## src/rtl/clock_step_controller.sv

```systemverilog
// Run/step/halt controller that drives the enable of a clock-gating cell and
// counts the cycles the gated clock was allowed to run.
module clock_step_controller #(
  parameter int COUNT_WIDTH = 16,
  parameter int CYCLE_WIDTH = 32
) (
  input  logic                   clock,
  input  logic                   reset,
  input  logic                   cmd_valid,
  output logic                   cmd_ready,
  input  logic [1:0]             cmd_op,
  input  logic [COUNT_WIDTH-1:0] cmd_count,
  input  logic                   bp_hit,
  output logic                   enable_clk,
  output logic                   halted,
  output logic                   bp_halted,
  output logic                   done,
  output logic [COUNT_WIDTH-1:0] step_remaining,
  output logic [CYCLE_WIDTH-1:0] cycles_run
);

  localparam logic [1:0] OP_HALT  = 2'b00;
  localparam logic [1:0] OP_RUN   = 2'b01;
  localparam logic [1:0] OP_STEP  = 2'b10;
  localparam logic [1:0] OP_CLEAR = 2'b11;

  typedef enum logic [1:0] {
    IDLE = 2'b00,
    RUN  = 2'b01,
    STEP = 2'b10
  } state_t;

  state_t                 state;
  state_t                 state_next;
  logic [COUNT_WIDTH-1:0] remaining_next;
  logic                   done_next;
  logic                   bp_next;
  logic                   clear_count;
  logic                   accept;

  assign cmd_ready = (state != STEP);
  assign halted    = (state == IDLE);
  assign accept    = cmd_valid && cmd_ready;

  always_comb begin
    state_next     = state;
    remaining_next = step_remaining;
    done_next      = 1'b0;
    bp_next        = bp_halted;
    clear_count    = accept && (cmd_op == OP_CLEAR);

    if (accept && (cmd_op != OP_CLEAR)) begin
      bp_next = 1'b0;
    end

    // STEP is never accepted while stepping, so it only arrives from IDLE or RUN
    if (accept && (cmd_op == OP_STEP)) begin
      if (cmd_count == '0) begin
        state_next = IDLE;
        done_next  = 1'b1;
      end else begin
        state_next     = STEP;
        remaining_next = cmd_count;
      end
    end else begin
      case (state)
        IDLE: begin
          if (accept && (cmd_op == OP_HALT)) begin
            done_next = 1'b1;
          end else if (accept && (cmd_op == OP_RUN)) begin
            state_next = RUN;
          end
        end
        RUN: begin
          if (accept && (cmd_op == OP_HALT)) begin
            state_next = IDLE;
            done_next  = 1'b1;
          end else if (accept && (cmd_op == OP_RUN)) begin
            state_next = RUN;
          end else if (bp_hit) begin
            state_next = IDLE;
            bp_next    = 1'b1;
            done_next  = 1'b1;
          end
        end
        STEP: begin
          if (step_remaining <= COUNT_WIDTH'(1)) begin
            state_next     = IDLE;
            remaining_next = '0;
            done_next      = 1'b1;
          end else begin
            remaining_next = step_remaining - COUNT_WIDTH'(1);
          end
        end
        default: begin
          state_next     = IDLE;
          remaining_next = '0;
        end
      endcase
    end
  end

  always_ff @(posedge clock) begin
    if (reset) begin
      state          <= IDLE;
      enable_clk     <= 1'b0;
      done           <= 1'b0;
      bp_halted      <= 1'b0;
      step_remaining <= '0;
      cycles_run     <= '0;
    end else begin
      state          <= state_next;
      enable_clk     <= (state_next != IDLE);
      done           <= done_next;
      bp_halted      <= bp_next;
      step_remaining <= remaining_next;
      // a clear wins over the increment of the same edge
      if (clear_count) begin
        cycles_run <= '0;
      end else if (enable_clk) begin
        cycles_run <= cycles_run + CYCLE_WIDTH'(1);
      end
    end
  end

endmodule

```

## config.mk

```make
export PLATFORM = sky130hd
export DESIGN_NAME = clock_step_controller
export DESIGN_NICKNAME = d
export VERILOG_FILES = /design/src/rtl/clock_step_controller.sv
export SDC_FILE = /design/constraint.sdc
export NUM_CORES = 1
export LEC_CHECK = 0
export ABC_AREA = 1
export BUFFER_PORTS_ARGS = -buffer_cell sky130_fd_sc_hd__buf_2
export CORE_MARGIN = 4
export CORE_UTILIZATION = 54
export DETAILED_ROUTE_END_ITERATION = 10
export PLACE_DENSITY = 0.8
export SLEW_MARGIN = 5
export SYNTH_ARGS = -nofsm -noshare
export SYNTH_HDL_FRONTEND = slang
export SYNTH_SLANG_ARGS = --single-unit
```

## constraint.sdc

```tcl
create_clock -name clock -period 2 [get_ports clock]
set_input_delay 0.1 -clock clock [delete_from_list [all_inputs] [get_ports clock]]
set_output_delay 0.1 -clock clock [all_outputs]
set_load 0.02 [all_outputs]
```

# [Yosys cells after proc, flatten, opt, wreduce, memory -nomap -nowiden]
# Index checks and enable logic that the tools add are counted.
# Widths: inputs -> output; s select.
[totals] ff_bits=53 latch_bits=0 ram_bits=0 rom_bits=0 in_bits=22 output_inout_bits=53 wordCells=58 n_memories=0
[classes] addsub=2 mul=0 div=0 magnitude_cmp=1 eq_ne=9 n_shift=0 mux=27 bitwise=0 reduce_logical=13
[op_table] operator="$mux 16" n=3
[op_table] operator="$add 32x1->32 const B" n=1
[op_table] operator="$pmux 16 s2" n=1
[op_table] operator="$le 16x1->1 const B" n=1
[op_table] operator="$logic_not 16->1" n=1
[op_table] operator="$mux 2" n=8
[op_table] operator="$sub 16x1->16 const B" n=1
[op_table] operator="$mux 1" n=13
[op_table] operator="$eq 2x2->1 const B" n=3
[op_table] operator="$logic_and 1x1->1" n=6
[op_table] operator="$ne 2x2->1 const B" n=3
[op_table] operator="$pmux 2 s3" n=1
[op_table] operator="$eq 2x1->1 const B" n=2
[op_table] operator="$logic_not 2->1" n=2
[op_table] operator="$reduce_or 2->1" n=2
[op_table] operator="$pmux 1 s3" n=1
[op_table] operator="$ne 2x1->1 const B" n=1
[op_table] operator="$reduce_and 2->1" n=1
[op_table] operator="$reduce_bool 2->1" n=1

# [Logic depth before layout (Yosys ltp)]
# Gate-level depths: netlist of the first run.
[logic_depth] word_depth=9 depth_mapped=13 mapped_depth_nobuf=13

# [Worst setup path before layout of the first run]
# Ideal clock, no wire load.
[synth_timing] path_kind="register to register" start="reg step_remaining[0]" end="reg step_remaining[12]" setup_ns=0.070 t_arrival_ns=1.498 required_time_ns=1.930 setup_slack_ns=0.432 stages_incl_launch_ff=13 n_path_buf=1 period_less_slack_ns=1.568 cell_sequence="dfxtp_1 inv_1 ha_1 inv_1 nand2_1 nand2_1 nor2_1 nand2_2 nand2_2 inv_2 buf_6 nand3_1 a21oi_1"
[synth_via] elab_chain_len=4 word_cells_on_any_way=5 cone_classes="1 x add/sub; 1 x order compare; 3 x mux"
[synth_lines] item="start: declaration" line_no="18" text="output logic [COUNT_WIDTH-1:0] step_remaining,"
[synth_lines] item="start signal: assignment" line_no="116" text="step_remaining <= remaining_next;"
[synth_lines] item="$sub 16x1->16 / $le 16x1->1 (equally long branches)" line_no="92, 87"
[synth_lines] item="$mux 16 (*)" line_no="87" text="if (step_remaining <= COUNT_WIDTH'(1)) begin"
[synth_lines] item="$pmux 16 s2 (*)" line_no="66" text="case (state)"
[synth_lines] item="$mux 16 (*)" line_no="57" text="if (accept && (cmd_op == OP_STEP)) begin"
# Every way passes the cells marked *; elsewhere a longest branch is shown, timed or not.
# A chain may end at the register's enable or synchronous reset.

# [Final worst setup path of the first run]
[layout_timing] start="reg step_remaining[0]" end="reg step_remaining[2]"
# The elaborated chain is that of the path after synthesis.

==> results.sh, run 1 <==
export IMPL_synth_edf_count=0
export IMPL_grt_pass1_vias=3201
export IMPL_path_buf_inv=3
export IMPL_internal_power_uw=1560
export IMPL_drtIter0Drc=209
export IMPL_yosys_warnings=0
export IMPL_io_pins=75
export IMPL_power_density_mw_per_mm2=636
export IMPL_coreArea_mm2=0.00557
export IMPL_dieArea_mm2=0.00708
export IMPL_viasPerCell=5.36
export IMPL_synth_distinct_cells=34
export IMPL_synth_area_top_cells="dfxtp_1 34%, nand2_1 14%, nor2_1 11%, inv_1 6.0%, nand3_1 5.0%"
export IMPL_status="complete, no violations"
export IMPL_grt_ovfl_total=0
export IMPL_final_nets=592
export IMPL_path_class="reg2reg"
export IMPL_layout_drive_gt1_share=0.195
export IMPL_cts_made_buffers=5
export IMPL_slowest_delay_ns=0.35
export IMPL_cp_arrival_ns=1.93
export IMPL_port_buffers=74
export IMPL_clk_pin_slew_worst_paths_ns=0.10
export IMPL_max_slew_margin=0.664
export IMPL_vias=3432
export IMPL_fin_area_mm2=0.00367
export IMPL_final_cells=640
export IMPL_peakVddDrop_uv=382
export IMPL_cts_tree="done"
export IMPL_crit_slowest_cell="dfxtp_1"
export IMPL_initial_core_util=0.562
export IMPL_syn_area_per_cell_um2=6.41
export IMPL_hold_class="in2reg"
export IMPL_postPlaceCellArea_mm2=0.00356
export IMPL_grt_pass1_wl_mm=14.1
export IMPL_finalHoldViolations=0
export IMPL_ys_ff_latch=53
export IMPL_dr_pass1_iters=5
export IMPL_cts_sinks=53
export IMPL_grtUsageTotal=0.237
export IMPL_report_final_slew_viol_count=0
export IMPL_setup_tns_ns=0
export IMPL_tightest_slew_ns=0.502
export IMPL_post_route_period_util=0.868
export IMPL_wl_mm=8.56
export IMPL_crit_family="simple AND/OR/NAND/NOR gates"
export IMPL_die_y_um=84.2
export IMPL_crit_path_end_kind="flip-flop"
export IMPL_drv_cap=0
export IMPL_grt_max_degree=26
export IMPL_ys_flop_type="dfxtp_1"
export IMPL_worstSetupStartpointType="flip-flop"
export IMPL_async_reset_ff_frac=0
export IMPL_cts_root_buf="clkbuf_8"
export IMPL_yosysMostFrequentCell="nand2_1"
export IMPL_synthCells=489
export IMPL_cts_setup_buffers=0
export IMPL_place_congestion=0.915
export IMPL_placed_cells=631
export IMPL_syn_num_nets=514
export IMPL_clockBufferDepth=2
export IMPL_clkPwrFrac=0.276
export IMPL_syn_area_mm2=0.00313
export IMPL_pwr_share_seq=0.488
export IMPL_post_dp_hpwl_mm=6.56
export IMPL_synth_common_cells="121 x nand2_1, 95 x nor2_1, 53 x dfxtp_1"
export IMPL_finalSetupViolCount=0
export IMPL_ant_nets=0
export IMPL_yosysSeqAreaShare=0.339
export IMPL_diodes=0
export IMPL_yosys_area_top_type="dfxtp_1"
export IMPL_leakagePower_uw=0.00171
export IMPL_combPwrFrac=0.236
export IMPL_path_max_fanout=11
export IMPL_fp_row_count=27
export IMPL_flow_area_growth_from_synthesis_pct=17.1
export IMPL_required_ns=2.19
export IMPL_antenna_found_initial=0
export IMPL_cts_htree_levels=2
export IMPL_clk_latency_ns=0.31
export IMPL_routedWlPerCell_um=13.4
export IMPL_fmax_mhz=576
export IMPL_yosysTopAreaCellShare=0.339
export IMPL_die_width_um=84.2
export IMPL_p_sw_frac=0.331
export IMPL_path_cells="inv_1, ha_1, inv_1, nand2_1, nand2_1, nor2_1, nand2_2, nand2_2, inv_2, a21oi_1, nor2_1"
export IMPL_rsz0062_at_grt="false"
export IMPL_route_detailed_drc=0
export IMPL_p_switching_uw=771
export IMPL_post_route_min_period_ns=1.74
export IMPL_finClkSkew_ns=0.0148
layout make-up:
cell class                      count  area (um2)
Fill cell                         522        1900
Sequential cell                    53        1060
Multi-Input combinational cell    373        1810
Timing Repair Buffer               78         403
Tap cell                           72        90.1
Clock buffer                        6        82.6
Clock inverter                      2        13.8
Inverter                           56         210
timing repair:
action / CTS / global route
hold buffers: 1 / 0
hold endpoints to repair: 1 / 0
gates resized for setup: 0 / 0
layer usage:
layer  track usage  wire (um)  vias up
met5             0          0        -
met2         0.418       4160      125
met3        0.0363        561       11
met4        0.0760        105        0
li1              -          -     1723
met1         0.294       3730     1573
power by group through the flow:
stage	sequential [uW]	combinational [uW]	clock, uW
final	1140	550	644
after global routing	1150	616	698
after CTS	1140	544	663
after detailed placement	1160	538	0
after global placement	1160	528	0
after floorplan	1200	358	0
worst paths after layout:
check | endpoint | from | slack (ns) | cells past startpoint
hold / removal | bp_halted$_SDFF_PP0_ | bp_hit | 0.07 | 3
setup / recovery | step_remaining[2]$_SDFFE_PP0P_ | step_remaining[0]$_SDFFE_PP0P_ | 0.26 | 11
setup reg to reg | step_remaining[2]$_SDFFE_PP0P_ | step_remaining[0]$_SDFFE_PP0P_ | 0.26 | 11
hold reg to reg | cycles_run[18]$_SDFFE_PP0P_ | cycles_run[18]$_SDFFE_PP0P_ | 0.51 | 2
state kept, by name, summed over array words and instances, names as in the netlist:
| name | count |
|---|---|
| done | 1 |
| state | 2 |
| bp_halted | 1 |
| step_remaining | 16 |
| enable_clk | 1 |
| cycles_run | 32 |
kinds of logic (layout without fill, tap and decap cells):
| family | count (synthesis) | in the layout | synth area share |
|---|---|---|---|
| AND/OR/NAND/NOR | 281 | 281 | 0.394 |
| AO/OA/AOI/OAI | 75 | 75 | 0.132 |
| buffers and inverters | 63 | 142 | 0.0839 |
| flip-flops | 53 | 53 | 0.339 |
| XOR/XNOR | 14 | 14 | 0.0391 |
| adder cells (fa/ha/maj) | 3 | 3 | 0.0120 |
stage by stage:
stage	total power, uW	hold slack (ns)	worst slack, ns	util
6_report	2330	0.0710	0.264	0.658
4_1_cts	2350	0.0639	0.300	0.658
5_1_grt	2460	0.0743	0.0997	0.658
3_5_place_dp	1700	0.331	0.321	0.639
3_3_place_gp	1690	0.328	0.423	0.639
2_1_floorplan	1560	0.172	0.433	-
tightest hold or removal path: stages:
cell and delay (ns):
buf_2 0.09, a22oi_1 0.07, nor2_1 0.09
placed cells by master, fill, tap and decap left out, types with 2 or more instances in the layout:
cell and instances:
a21boi_0 2, inv_1 50, dfxtp_1 53, o211ai_1 2, a31oi_1 5, o21a_1 4
clkbuf_8 6, xor2_1 8, nor2_1 95, nand3_2 3, nor3_1 4, ha_1 3
nand3b_1 2, buf_4 3, xnor2_1 6, nand2_1 121, nor2_4 3, inv_2 6
a21oi_1 27, nand2_2 4, buf_2 74, nand3_1 31, nand2_4 2, o21ai_0 31
nor2_2 4, nand4_1 8
Power figures use the tool's default switching activity.
==> run 2: changes to the inputs <==
--- a/config.mk
+++ b/config.mk
@@ -5,10 +5,9 @@
 export SDC_FILE = /design/constraint.sdc
 export NUM_CORES = 1
 export LEC_CHECK = 0
-export ABC_AREA = 1
 export BUFFER_PORTS_ARGS = -buffer_cell sky130_fd_sc_hd__buf_2
 export CORE_MARGIN = 4
-export CORE_UTILIZATION = 54
+export CORE_UTILIZATION = 53
 export DETAILED_ROUTE_END_ITERATION = 10
 export PLACE_DENSITY = 0.8
 export SLEW_MARGIN = 5
==> results.sh, run 2 <==
export IMPL_cts_setup_buffers=0
export IMPL_finClkSkew_ns=0.00795
export IMPL_peakVddDrop_uv=632
export IMPL_synthCells=335
export IMPL_regMostFlops="cycles_run"
export IMPL_setup_tns_ns=0
export IMPL_grtUsageTotal=0.236
export IMPL_tightest_slew_ns=0.526
export IMPL_final_common_cell="buf_2"
export IMPL_diodes=0
export IMPL_syn_area_mm2=0.00283
export IMPL_wl_mm=7.74
export IMPL_dp_worst_setup_slack_ns=0.0470
export IMPL_post_route_min_period_ns=1.93
export IMPL_yosysMostFrequentCell="dfxtp_1"
export IMPL_drtIter0Drc=164
export IMPL_drv_cap=0
export IMPL_synth_common_cells="53 x dfxtp_1, 35 x nor2_1, 25 x a21oi_1"
export IMPL_yosysTopAreaCellShare=0.375
export IMPL_reg_largest_list="cycles_run x32, step_remaining x16, state x2"
export IMPL_clk_pin_slew_worst_paths_ns=0.09
export IMPL_dieArea_mm2=0.00657
export IMPL_cts_htree_levels=2
export IMPL_coreArea_mm2=0.00514
export IMPL_power_uw=2450
export IMPL_placed_cells=498
export IMPL_final_nets=460
export IMPL_syn_area_per_cell_um2=8.44
export IMPL_io_pins=75
export IMPL_worstSetupStartpointType="flip-flop"
export IMPL_synth_distinct_cells=57
export IMPL_hold_class="in2reg"
export IMPL_clockBufferDepth=2
export IMPL_post_dp_hpwl_mm=5.63
export IMPL_ys_ff_latch=53
export IMPL_grt_pass1_vias=2721
export IMPL_initial_core_util=0.550
export IMPL_antenna_found_initial=0
export IMPL_grt_max_degree=33
export IMPL_viasPerCell=5.92
export IMPL_yosys_warnings=0
export IMPL_die_width_um=81.1
export IMPL_status="complete, no violations"
export IMPL_port_buffers=74
export IMPL_place_congestion=0.918
export IMPL_route_detailed_drc=0
export IMPL_required_ns=2.18
export IMPL_largest_reg_flops=32
export IMPL_cts_made_buffers=5
export IMPL_max_slew_margin=0.640
export IMPL_fp_row_count=26
export IMPL_routedWlPerCell_um=15.3
export IMPL_async_reset_ff_frac=0
export IMPL_yosysSeqAreaShare=0.375
export IMPL_ys_flop_type="dfxtp_1"
export IMPL_leakagePower_uw=0.00149
export IMPL_syn_num_nets=360
export IMPL_crit_path_end_kind="flip-flop"
export IMPL_report_final_slew_viol_count=0
export IMPL_crit_slowest_cell="or3b_1"
export IMPL_finalSetupViolCount=0
export IMPL_slowest_delay_ns=0.48
export IMPL_flow_area_growth_from_synthesis_pct=28.0
export IMPL_whs_ns=0.0478
export IMPL_final_cell_mix="74 x buf_2, 50 x dfxtp_1, 34 x nor2_1"
export IMPL_finalHoldViolations=0
export IMPL_synth_edf_count=0
export IMPL_post_route_period_util=0.965
export IMPL_yosys_area_top_type="dfxtp_1"
export IMPL_dr_pass1_iters=4
export IMPL_final_cells=506
export IMPL_path_class="reg2reg"
export IMPL_layout_drive_gt1_share=0.317
export IMPL_path_max_fanout=5
export IMPL_cts_resized=0
export IMPL_cts_hold_buf=0
export IMPL_ant_nets=0
export IMPL_cts_tree="done"
export IMPL_cts_sinks=53
export IMPL_cp_arrival_ns=2.11
export IMPL_setup_slack_ns=0.0690
export IMPL_grt_ovfl_total=0
export IMPL_vias=2997
export IMPL_clk_latency_ns=0.30
export IMPL_synth_area_top_cells="dfxtp_1 38%, nor2_1 4.6%, a21oi_1 4.4%, xnor2_1 4.0%, xor2_1 3.7%"
export IMPL_cts_root_buf="clkbuf_8"
export IMPL_fmax_mhz=518
export IMPL_die_y_um=81.1
export IMPL_power_density_mw_per_mm2=677
export IMPL_grt_pass1_wl_mm=12.4
export IMPL_path_cells="inv_1, ha_1, or3b_1, nor4_2, xor2_1, a221oi_2, nor3_2"
-- run 2: changes by cell type after synthesis, sizes merged, moves of 6 or more --
| cell | change |
|---|---|
| inv | -45 |
| xnor2 | +7 |
| nand2 | -108 |
| or4 | +6 |
| nor2 | -66 |
| nor4 | +16 |
| a221oi | +6 |
| or3 | +6 |
| o21ai | -15 |
| clkbuf | +9 |
| nand3 | -20 |
-- run 2: cell families after synthesis --
family          share of synthesized area
compound gates                      0.200
xor+xnor                           0.0774
simple gates                        0.281
flops                               0.375
fa+ha+maj                          0.0133
buf+inv                            0.0416
mux                                0.0119
-- run 2: worst max-delay path, delay by kind of cell (launching register included) --
kind | cells | cell delay, ns
AOI/OAI and AO/OA | 1 | 0.26
buffers and inverters | 1 | 0.06
and+or+nand+nor | 3 | 0.77
adders and majority gates | 1 | 0.26
DFF | 1 | 0.34
xor gates and xnor gates | 1 | 0.12
-- run 2: layout make-up --
cell class,count,area (um2)
fillers,428,1520
clock buffers,7,76.3
clock inverters,1,7.51
inverters,12,45.0
well taps,70,87.6
multi-input cells,255,1690
flip-flops and latches,53,1060
repair buffers,108,654
-- run 2: worst paths after layout --
check / to / slack (ns) / depth (start not counted) / from
setup / recovery: step_remaining[14]$_SDFFE_PP0P_ / 0.07 / 7 / step_remaining[0]$_SDFFE_PP0P_
hold / removal: step_remaining[0]$_SDFFE_PP0P_ / 0.05 / 3 / cmd_count[0]
setup reg to reg: step_remaining[14]$_SDFFE_PP0P_ / 0.07 / 7 / step_remaining[0]$_SDFFE_PP0P_
hold reg to reg: cycles_run[31]$_SDFFE_PP0P_ / 0.48 / 2 / cycles_run[31]$_SDFFE_PP0P_
-- run 2: layer usage --
| layer | wire (um) | GRT usage | vias to the layer above |
|---|---|---|---|
| met5 | 0 | 0 | - |
| met4 | 163 | 0.0777 | 0 |
| met3 | 611 | 0.0543 | 22 |
| met2 | 3710 | 0.397 | 118 |
| met1 | 3250 | 0.298 | 1406 |
| li1 | - | - | 1451 |
-- run 2: power breakdown --
part,internal [uW],leakage [uW],total [uW],switching [uW]
logic,301,0.00102,725,424
clock network,249,0.0000385,595,346
registers,1090,0.000431,1130,39.0
total,1640,0.00149,2450,809
-- run 2: stage by stage --
| step | area (um2) | utilization |
|---|---|---|
| after global placement | 3500 | 0.681 |
| final | 3620 | 0.704 |
| after CTS | 3580 | 0.697 |
| after detailed placement | 3500 | 0.681 |
| after floorplan | 2830 | - |
| after global routing | 3620 | 0.704 |
